### src/rtl/trap_pkg.sv
// rtl/trap_pkg.sv - shared types and constants for the machine-mode trap sequencer
package trap_pkg;

  typedef enum logic [1:0] {
    IDLE,
    WRITE,
    JUMP
  } trap_state_t;

  typedef enum logic [1:0] {
    NONE,
    EXC,
    MRET,
    IRQ
  } trap_kind_t;

  localparam logic [3:0] IRQ_M_SOFT  = 4'd3;
  localparam logic [3:0] IRQ_M_TIMER = 4'd7;
  localparam logic [3:0] IRQ_M_EXT   = 4'd11;

  localparam logic [1:0] MTVEC_MODE_DIRECT   = 2'd0;
  localparam logic [1:0] MTVEC_MODE_VECTORED = 2'd1;

endpackage

### src/rtl/trap_irq_arb.sv
// rtl/trap_irq_arb.sv - combinational machine interrupt arbiter (external > software > timer)
module trap_irq_arb
  import trap_pkg::*;
(
  input  logic       mstatus_ie_i,
  input  logic       mie_external_i,
  input  logic       mie_timer_i,
  input  logic       mie_sw_i,
  input  logic       mip_external_i,
  input  logic       mip_timer_i,
  input  logic       mip_sw_i,
  output logic       irq_valid,
  output logic [3:0] irq_cause
);

  logic ext_pend;
  logic sw_pend;
  logic tmr_pend;

  assign ext_pend = mstatus_ie_i & mie_external_i & mip_external_i;
  assign sw_pend  = mstatus_ie_i & mie_sw_i & mip_sw_i;
  assign tmr_pend = mstatus_ie_i & mie_timer_i & mip_timer_i;

  always_comb begin
    irq_valid = 1'b0;
    irq_cause = 4'd0;
    if (ext_pend) begin
      irq_valid = 1'b1;
      irq_cause = IRQ_M_EXT;
    end else if (sw_pend) begin
      irq_valid = 1'b1;
      irq_cause = IRQ_M_SOFT;
    end else if (tmr_pend) begin
      irq_valid = 1'b1;
      irq_cause = IRQ_M_TIMER;
    end
  end

endmodule

### src/rtl/trap_ctrl.sv
// rtl/trap_ctrl.sv - trap sequencer: arbitrates exceptions, mret and interrupts, strobes CSRs, redirects fetch
module trap_ctrl
  import trap_pkg::*;
#(
  parameter int XLEN = 64
) (
  input  logic            clk,
  input  logic            rst,
  input  logic            commit_valid_i,
  input  logic [XLEN-1:0] commit_pc_i,
  input  logic [XLEN-1:0] commit_npc_i,
  input  logic            exc_valid_i,
  input  logic [3:0]      exc_code_i,
  input  logic [XLEN-1:0] exc_tval_i,
  input  logic            mret_i,
  input  logic            mstatus_ie_i,
  input  logic            mie_external_i,
  input  logic            mie_timer_i,
  input  logic            mie_sw_i,
  input  logic            mip_external_i,
  input  logic            mip_timer_i,
  input  logic            mip_sw_i,
  input  logic [XLEN-1:0] mtvec_i,
  input  logic [XLEN-1:0] epc_i,
  output logic            ie_type_o,
  output logic            set_cause_o,
  output logic [3:0]      trap_cause_o,
  output logic            set_epc_o,
  output logic [XLEN-1:0] epc_o,
  output logic            set_mtval_o,
  output logic [XLEN-1:0] mtval_o,
  output logic            mstatus_ie_clear_o,
  output logic            mstatus_ie_set_o,
  output logic            flush_o,
  output logic            stall_o,
  output logic            redirect_valid_o,
  output logic [XLEN-1:0] redirect_pc_o,
  input  logic            redirect_ready_i
);

  trap_state_t     state_q, state_d;
  trap_kind_t      kind_q, ev_kind;
  logic [3:0]      cause_q;
  logic [XLEN-1:0] epc_q;
  logic [XLEN-1:0] tval_q;
  logic            ie_type_q;

  logic            irq_valid;
  logic [3:0]      irq_cause;
  logic [XLEN-1:0] vec_base;
  logic [XLEN-1:0] trap_target;

  trap_irq_arb u_irq_arb (
    .mstatus_ie_i   (mstatus_ie_i),
    .mie_external_i (mie_external_i),
    .mie_timer_i    (mie_timer_i),
    .mie_sw_i       (mie_sw_i),
    .mip_external_i (mip_external_i),
    .mip_timer_i    (mip_timer_i),
    .mip_sw_i       (mip_sw_i),
    .irq_valid      (irq_valid),
    .irq_cause      (irq_cause)
  );

  always_comb begin
    ev_kind = NONE;
    if (exc_valid_i)    ev_kind = EXC;
    else if (mret_i)    ev_kind = MRET;
    else if (irq_valid) ev_kind = IRQ;
  end

  // mret keeps the previous cause/epc/tval so the CSR-facing data outputs do not glitch
  always_ff @(posedge clk) begin
    if (rst) begin
      state_q   <= IDLE;
      kind_q    <= NONE;
      cause_q   <= 4'd0;
      epc_q     <= '0;
      tval_q    <= '0;
      ie_type_q <= 1'b0;
    end else begin
      state_q <= state_d;
      if (state_q == IDLE && commit_valid_i && ev_kind != NONE) begin
        kind_q <= ev_kind;
        if (ev_kind == EXC) begin
          cause_q   <= exc_code_i;
          epc_q     <= commit_pc_i;
          tval_q    <= exc_tval_i;
          ie_type_q <= 1'b0;
        end else if (ev_kind == IRQ) begin
          cause_q   <= irq_cause;
          epc_q     <= commit_npc_i;
          tval_q    <= '0;
          ie_type_q <= 1'b1;
        end
      end
    end
  end

  assign vec_base = {mtvec_i[XLEN-1:2], 2'b00};

  always_comb begin
    trap_target = vec_base;
    if (mtvec_i[1:0] == MTVEC_MODE_VECTORED && ie_type_q)
      trap_target = vec_base + XLEN'({cause_q, 2'b00});
  end

  always_comb begin
    state_d            = state_q;
    set_cause_o        = 1'b0;
    set_epc_o          = 1'b0;
    set_mtval_o        = 1'b0;
    mstatus_ie_clear_o = 1'b0;
    mstatus_ie_set_o   = 1'b0;
    flush_o            = 1'b0;
    redirect_valid_o   = 1'b0;
    redirect_pc_o      = '0;
    case (state_q)
      IDLE: begin
        if (commit_valid_i && ev_kind != NONE) state_d = WRITE;
      end
      WRITE: begin
        flush_o = 1'b1;
        if (kind_q == MRET) begin
          mstatus_ie_set_o = 1'b1;
        end else begin
          set_cause_o        = 1'b1;
          set_epc_o          = 1'b1;
          set_mtval_o        = 1'b1;
          mstatus_ie_clear_o = 1'b1;
        end
        state_d = JUMP;
      end
      JUMP: begin
        redirect_valid_o = 1'b1;
        redirect_pc_o    = (kind_q == MRET) ? epc_i : trap_target;
        if (redirect_ready_i) state_d = IDLE;
      end
      default: state_d = IDLE;
    endcase
  end

  assign stall_o      = (state_q != IDLE);
  assign ie_type_o    = ie_type_q;
  assign trap_cause_o = cause_q;
  assign epc_o        = epc_q;
  assign mtval_o      = tval_q;

endmodule

### config.mk
export PLATFORM = sky130hd
export DESIGN_NAME = trap_ctrl
export DESIGN_NICKNAME = d
export VERILOG_FILES = /design/src/rtl/trap_pkg.sv /design/src/rtl/trap_irq_arb.sv /design/src/rtl/trap_ctrl.sv
export SDC_FILE = /design/constraint.sdc
export NUM_CORES = 1
export LEC_CHECK = 0
export CAP_MARGIN = 25
export CORE_AREA = 2 2 212 214
export CTS_BUF_LIST = sky130_fd_sc_hd__clkbuf_8 sky130_fd_sc_hd__clkbuf_16
export DETAILED_ROUTE_END_ITERATION = 10
export DIE_AREA = 0 0 214 216
export REMOVE_ABC_BUFFERS = 1
export SLEW_MARGIN = 0
export SYNTH_ARGS = -nofsm -noshare
export SYNTH_HDL_FRONTEND = slang
export SYNTH_SLANG_ARGS = --single-unit
### constraint.sdc
create_clock -name clk -period 3.2 [get_ports clk]
set_clock_uncertainty 0.05 [all_clocks]
set_input_delay 0.64 -clock clk [delete_from_list [all_inputs] [get_ports clk]]
set_output_delay 0.64 -clock clk [all_outputs]
set_load 0.1 [all_outputs]
==> out/summary.md <==
The run finished, with violations left. The checks that failed: setup timing. The wire-length estimate of the detail-placed layout is 32800 µm. Dividing total power by cell area gives a power density of 383 nW/µm².

Ranked by total cell area, the synthesized netlist is headed by sky130_fd_sc_hd__dfxtp_1 36%, sky130_fd_sc_hd__mux2i_1 8.3%, sky130_fd_sc_hd__nor2_1 8.1%. The tools report the kind of end point of the critical path as an output port. The top fanout value on the critical path works out to 8. The core region is 43800 µm². The startpoint type of the worst setup path was a flop. STA puts the critical path data arrival time at 3.05 ns. For this configuration, the core starts out at a cell density of 17.6%. Derived from the worst setup path, the maximum achievable clock frequency is 268 MHz.

The part of the total power dissipated in sequential elements is 28.7%, and the quantity of I/O buffers inserted on ports is 541. The floorplan step defined a die boundary enclosing 46200 µm². For this run, the number of Yosys warnings is 0.

The tools report the number of iterations in the first detailed-routing pass as 7. The final period demand of the worst path came out at 3.74 ns. The final count of hold timing violations was 0.

At the end of routability-driven placement, the weighted congestion stood at 0.949. The maximum level of the CTS H-tree was 4. In this run switching power makes up 40.0% of total power. At the worst endpoint, the required time is 2.51 ns. For this design, the CTS-stage hold fixing added 0 buffers. The tools report the total grt overflow as 0. The worst-case IR drop observed on VDD is 334 µV. Clock tree synthesis inserted a total of 17 buffers. At the end of the flow the core is filled with cells to 39.5%.

Setup repair after global routing could not meet its margin everywhere. Timing analysis after detailed placement gives a worst setup slack of -1.16 ns. Summed over all layers, the routed wires come to 41700 µm. For the pin with the worst max-slew slack, the measured transition is 0.620 ns.

Commonest register cell after synthesis: sky130_fd_sc_hd__dfxtp_1. The ratio of final minimum period to clock period works out to 117%. The first global-routing pass estimated 62600 µm of wire.

The number of antenna violations at the first check in global routing came out at 4. Number of flip-flops and latches in the synthesized netlist: 137. TritonCTS built the clock tree. The synthesized instance count is 960. The share of flip-flops with an asynchronous set or reset after synthesis is 0%, and the share of final-layout standard cells stronger than drive strength 1 is 38.8%.

The min-delay analysis places its worst path in the category flop to flop. Headroom to the max-slew limit came out at 58.7%. Counting flops with a built-in enable in the synthesized netlist gives 0.

The critical path is of the flop to output port type. The run gives 35.6% as the share of the yosys chip area belonging to registers. Maximum number of pins on one net before global-route repair: 85. The tools report the count of vias placed by the detailed router as 10100. By instance count, the leading cell after synthesis is sky130_fd_sc_hd__nor2_1. The die span in y is 216 µm. The clock edge transition at the registers on the reported setup and hold paths works out to 0.06 ns. The logs give 1990 for the final net count and 41.6% for the power share of the combinational group.

Summed over all cells, the static leakage comes to 7.22 nW. For the TritonCTS sink count, the log shows 137. Dividing the detail-routed wire length by the instance count gives 18.5 µm.

Setup violations remaining at the end of the flow were counted as 57. The mapped cell area came out at 7710 µm². In the synthesized netlist, the cells that appear most often are 166 x sky130_fd_sc_hd__nor2_1, 137 x sky130_fd_sc_hd__dfxtp_1, 76 x sky130_fd_sc_hd__a211oi_1.

The number of max-slew violations in the final report is 0, and the overall fraction of global-route tracks in use is 17.5%. The top cell type by area accounts for 35.6% of the synthesized area. The count of pins on the block boundary is 542, and the layout overhead on the synthesized area is 125%.

The average cell area after synthesis was 8.03 µm². The longest clock path from root to sink contains 2 buffers. CTS placed an instance of sky130_fd_sc_hd__clkbuf_16 at the clock tree root. In this run the core area contains 77 standard-cell rows.

The insertion delay to the later sink of the worst-skew pair is 0.42 ns, and the residual DRC count is 0. The number of unique standard cell types used by synthesis came out at 60. The tools report the via count of the first global-routing pass as 10600. The synthesized design spends more area on one cell type than any other, namely sky130_fd_sc_hd__dfxtp_1. The detailed router finished its first iteration with 414 violations. For the residual antenna-violating net count after detailed routing, the log shows 0. The max-capacitance violation count is 0. The chip width was 214 µm; the internal power was 0.00398 W. In this run, the clock network consumes 29.7% of the power.

The reported net switching power was 0.00265 W; the final critical-path setup slack was -0.537 ns. The via count normalized by instance count came out at 4.48.
state kept, by name, indices dropped and copies added (netlist names):
| register | flops |
|---|---|
| epc_o | 64 |
| ie_type_o | 1 |
| kind_q | 2 |
| mtval_o | 64 |
| state_q | 2 |
| trap_cause_o | 4 |
cells in the final DEF (no fill, tap or decap), types with 4 or more instances in the layout:
cell type / netlist / layout
sky130_fd_sc_hd__nand2_2: 1 / 5
sky130_fd_sc_hd__xnor2_1: 41 / 28
sky130_fd_sc_hd__a22oi_1: 64 / 64
sky130_fd_sc_hd__dlygate4sd2_1: 0 / 26
sky130_fd_sc_hd__nand4_1: 15 / 15
sky130_fd_sc_hd__and4_4: 0 / 4
sky130_fd_sc_hd__buf_2: 5 / 6
sky130_fd_sc_hd__o21ai_0: 53 / 51
sky130_fd_sc_hd__buf_8: 0 / 5
sky130_fd_sc_hd__buf_12: 0 / 73
sky130_fd_sc_hd__nor3_1: 29 / 7
sky130_fd_sc_hd__and3_1: 10 / 7
sky130_fd_sc_hd__buf_4: 3 / 310
sky130_fd_sc_hd__a211oi_1: 76 / 71
sky130_fd_sc_hd__a21oi_1: 49 / 9
sky130_fd_sc_hd__nor4_4: 1 / 14
sky130_fd_sc_hd__nor3_4: 0 / 13
sky130_fd_sc_hd__nand2_1: 41 / 35
sky130_fd_sc_hd__inv_1: 10 / 10
sky130_fd_sc_hd__a211oi_2: 0 / 5
sky130_fd_sc_hd__clkdlybuf4s50_1: 0 / 284
sky130_fd_sc_hd__xnor2_2: 0 / 11
sky130_fd_sc_hd__xor2_2: 0 / 6
sky130_fd_sc_hd__nor3_2: 2 / 11
sky130_fd_sc_hd__and2_4: 0 / 4
sky130_fd_sc_hd__clkinv_4: 0 / 6
sky130_fd_sc_hd__nor2_1: 166 / 158
sky130_fd_sc_hd__nand3_1: 24 / 18
sky130_fd_sc_hd__mux2i_1: 64 / 64
sky130_fd_sc_hd__nor2_4: 0 / 6
sky130_fd_sc_hd__ha_4: 0 / 4
sky130_fd_sc_hd__buf_6: 1 / 42
sky130_fd_sc_hd__clkbuf_16: 0 / 17
sky130_fd_sc_hd__a21oi_2: 0 / 38
sky130_fd_sc_hd__or3_4: 0 / 4
sky130_fd_sc_hd__dfxtp_1: 137 / 135
kinds of logic after synthesis:
group / Yosys count / share of synthesized area (%)
buffers and inverters: 94 / 4.90
adders and majority gates: 5 / 0.909
muxes: 64 / 8.31
and+or+nand+nor: 345 / 21.9
xor gates and xnor gates: 50 / 5.68
AOI/OAI and AO/OA: 265 / 22.7
DFF: 137 / 35.6
critical path: stages, from the launching register on:
cell	delay [ns]
sky130_fd_sc_hd__dfxtp_2	0.35
sky130_fd_sc_hd__ha_4	0.14
sky130_fd_sc_hd__inv_2	0.03
sky130_fd_sc_hd__fa_2	0.36
sky130_fd_sc_hd__nor2b_4	0.14
sky130_fd_sc_hd__o21ai_2	0.08
sky130_fd_sc_hd__a2111o_1	0.48
sky130_fd_sc_hd__buf_6	0.20
sky130_fd_sc_hd__or3_4	0.41
sky130_fd_sc_hd__a31oi_4	0.22
sky130_fd_sc_hd__buf_12	0.20
power groups by stage:
stage                     registers (W)  clock network [W]  logic [W]
after floorplan                 0.00274                  0   0.000681
after CTS                       0.00190            0.00205    0.00272
after detailed placement        0.00193                  0    0.00265
final                           0.00190            0.00197    0.00276
after global placement          0.00193                  0    0.00264
after global routing            0.00191            0.00211    0.00289
routing by layer:
| metal | routed length [µm] | track usage (%) | vias up |
|---|---|---|---|
| li1 | - | - | 4878 |
| met1 | 15800 | 18.8 | 4720 |
| met2 | 21800 | 32.8 | 441 |
| met3 | 2860 | 4.54 | 61 |
| met4 | 1080 | 6.25 | 8 |
| met5 | 55 | 0 | - |
cell type report:
cell class                      instances  area, µm²
Clock inverter                         14        150
Antenna cell                            2       5.00
Tap cell                              592        741
Multi-Input combinational cell        729       5710
Sequential cell                       137       2750
Inverter                               10       37.5
Fill cell                            4333      26500
Clock buffer                           18        439
Timing Repair Buffer                  753       7500
final timing paths:
check,startpoint,to,slack (ns),cells past startpoint
max,trap_cause_o[0],redirect_pc_o[26],-0.54,10
min,epc_o[32],epc_o[32],0.45,2
max reg2reg,state_q[1],epc_o[61],1.22,8
min reg2reg,epc_o[32],epc_o[32],0.45,2
through the flow:
stage	power (W)	TNS [ns]	instances	hold slack [ns]	cell area (µm²)
floorplan	0.00342	-209.73	876	0.397	7370
global placement	0.00457	-47.84	2178	0.439	15200
detailed placement	0.00459	-48.96	2178	0.441	15200
CTS	0.00667	-19.46	2230	0.449	16700
global route	0.00691	-20.99	2253	0.470	17300
finish	0.00663	-14.57	2255	0.447	17300
timing repair:
action,4_1_cts,5_1_grt
resized for setup,266,117
cloned,1,0
setup buffers,22,29
pin swaps,101,87
setup endpoints to repair,61,60
Note: power is estimated with default switching activity, not from simulation.
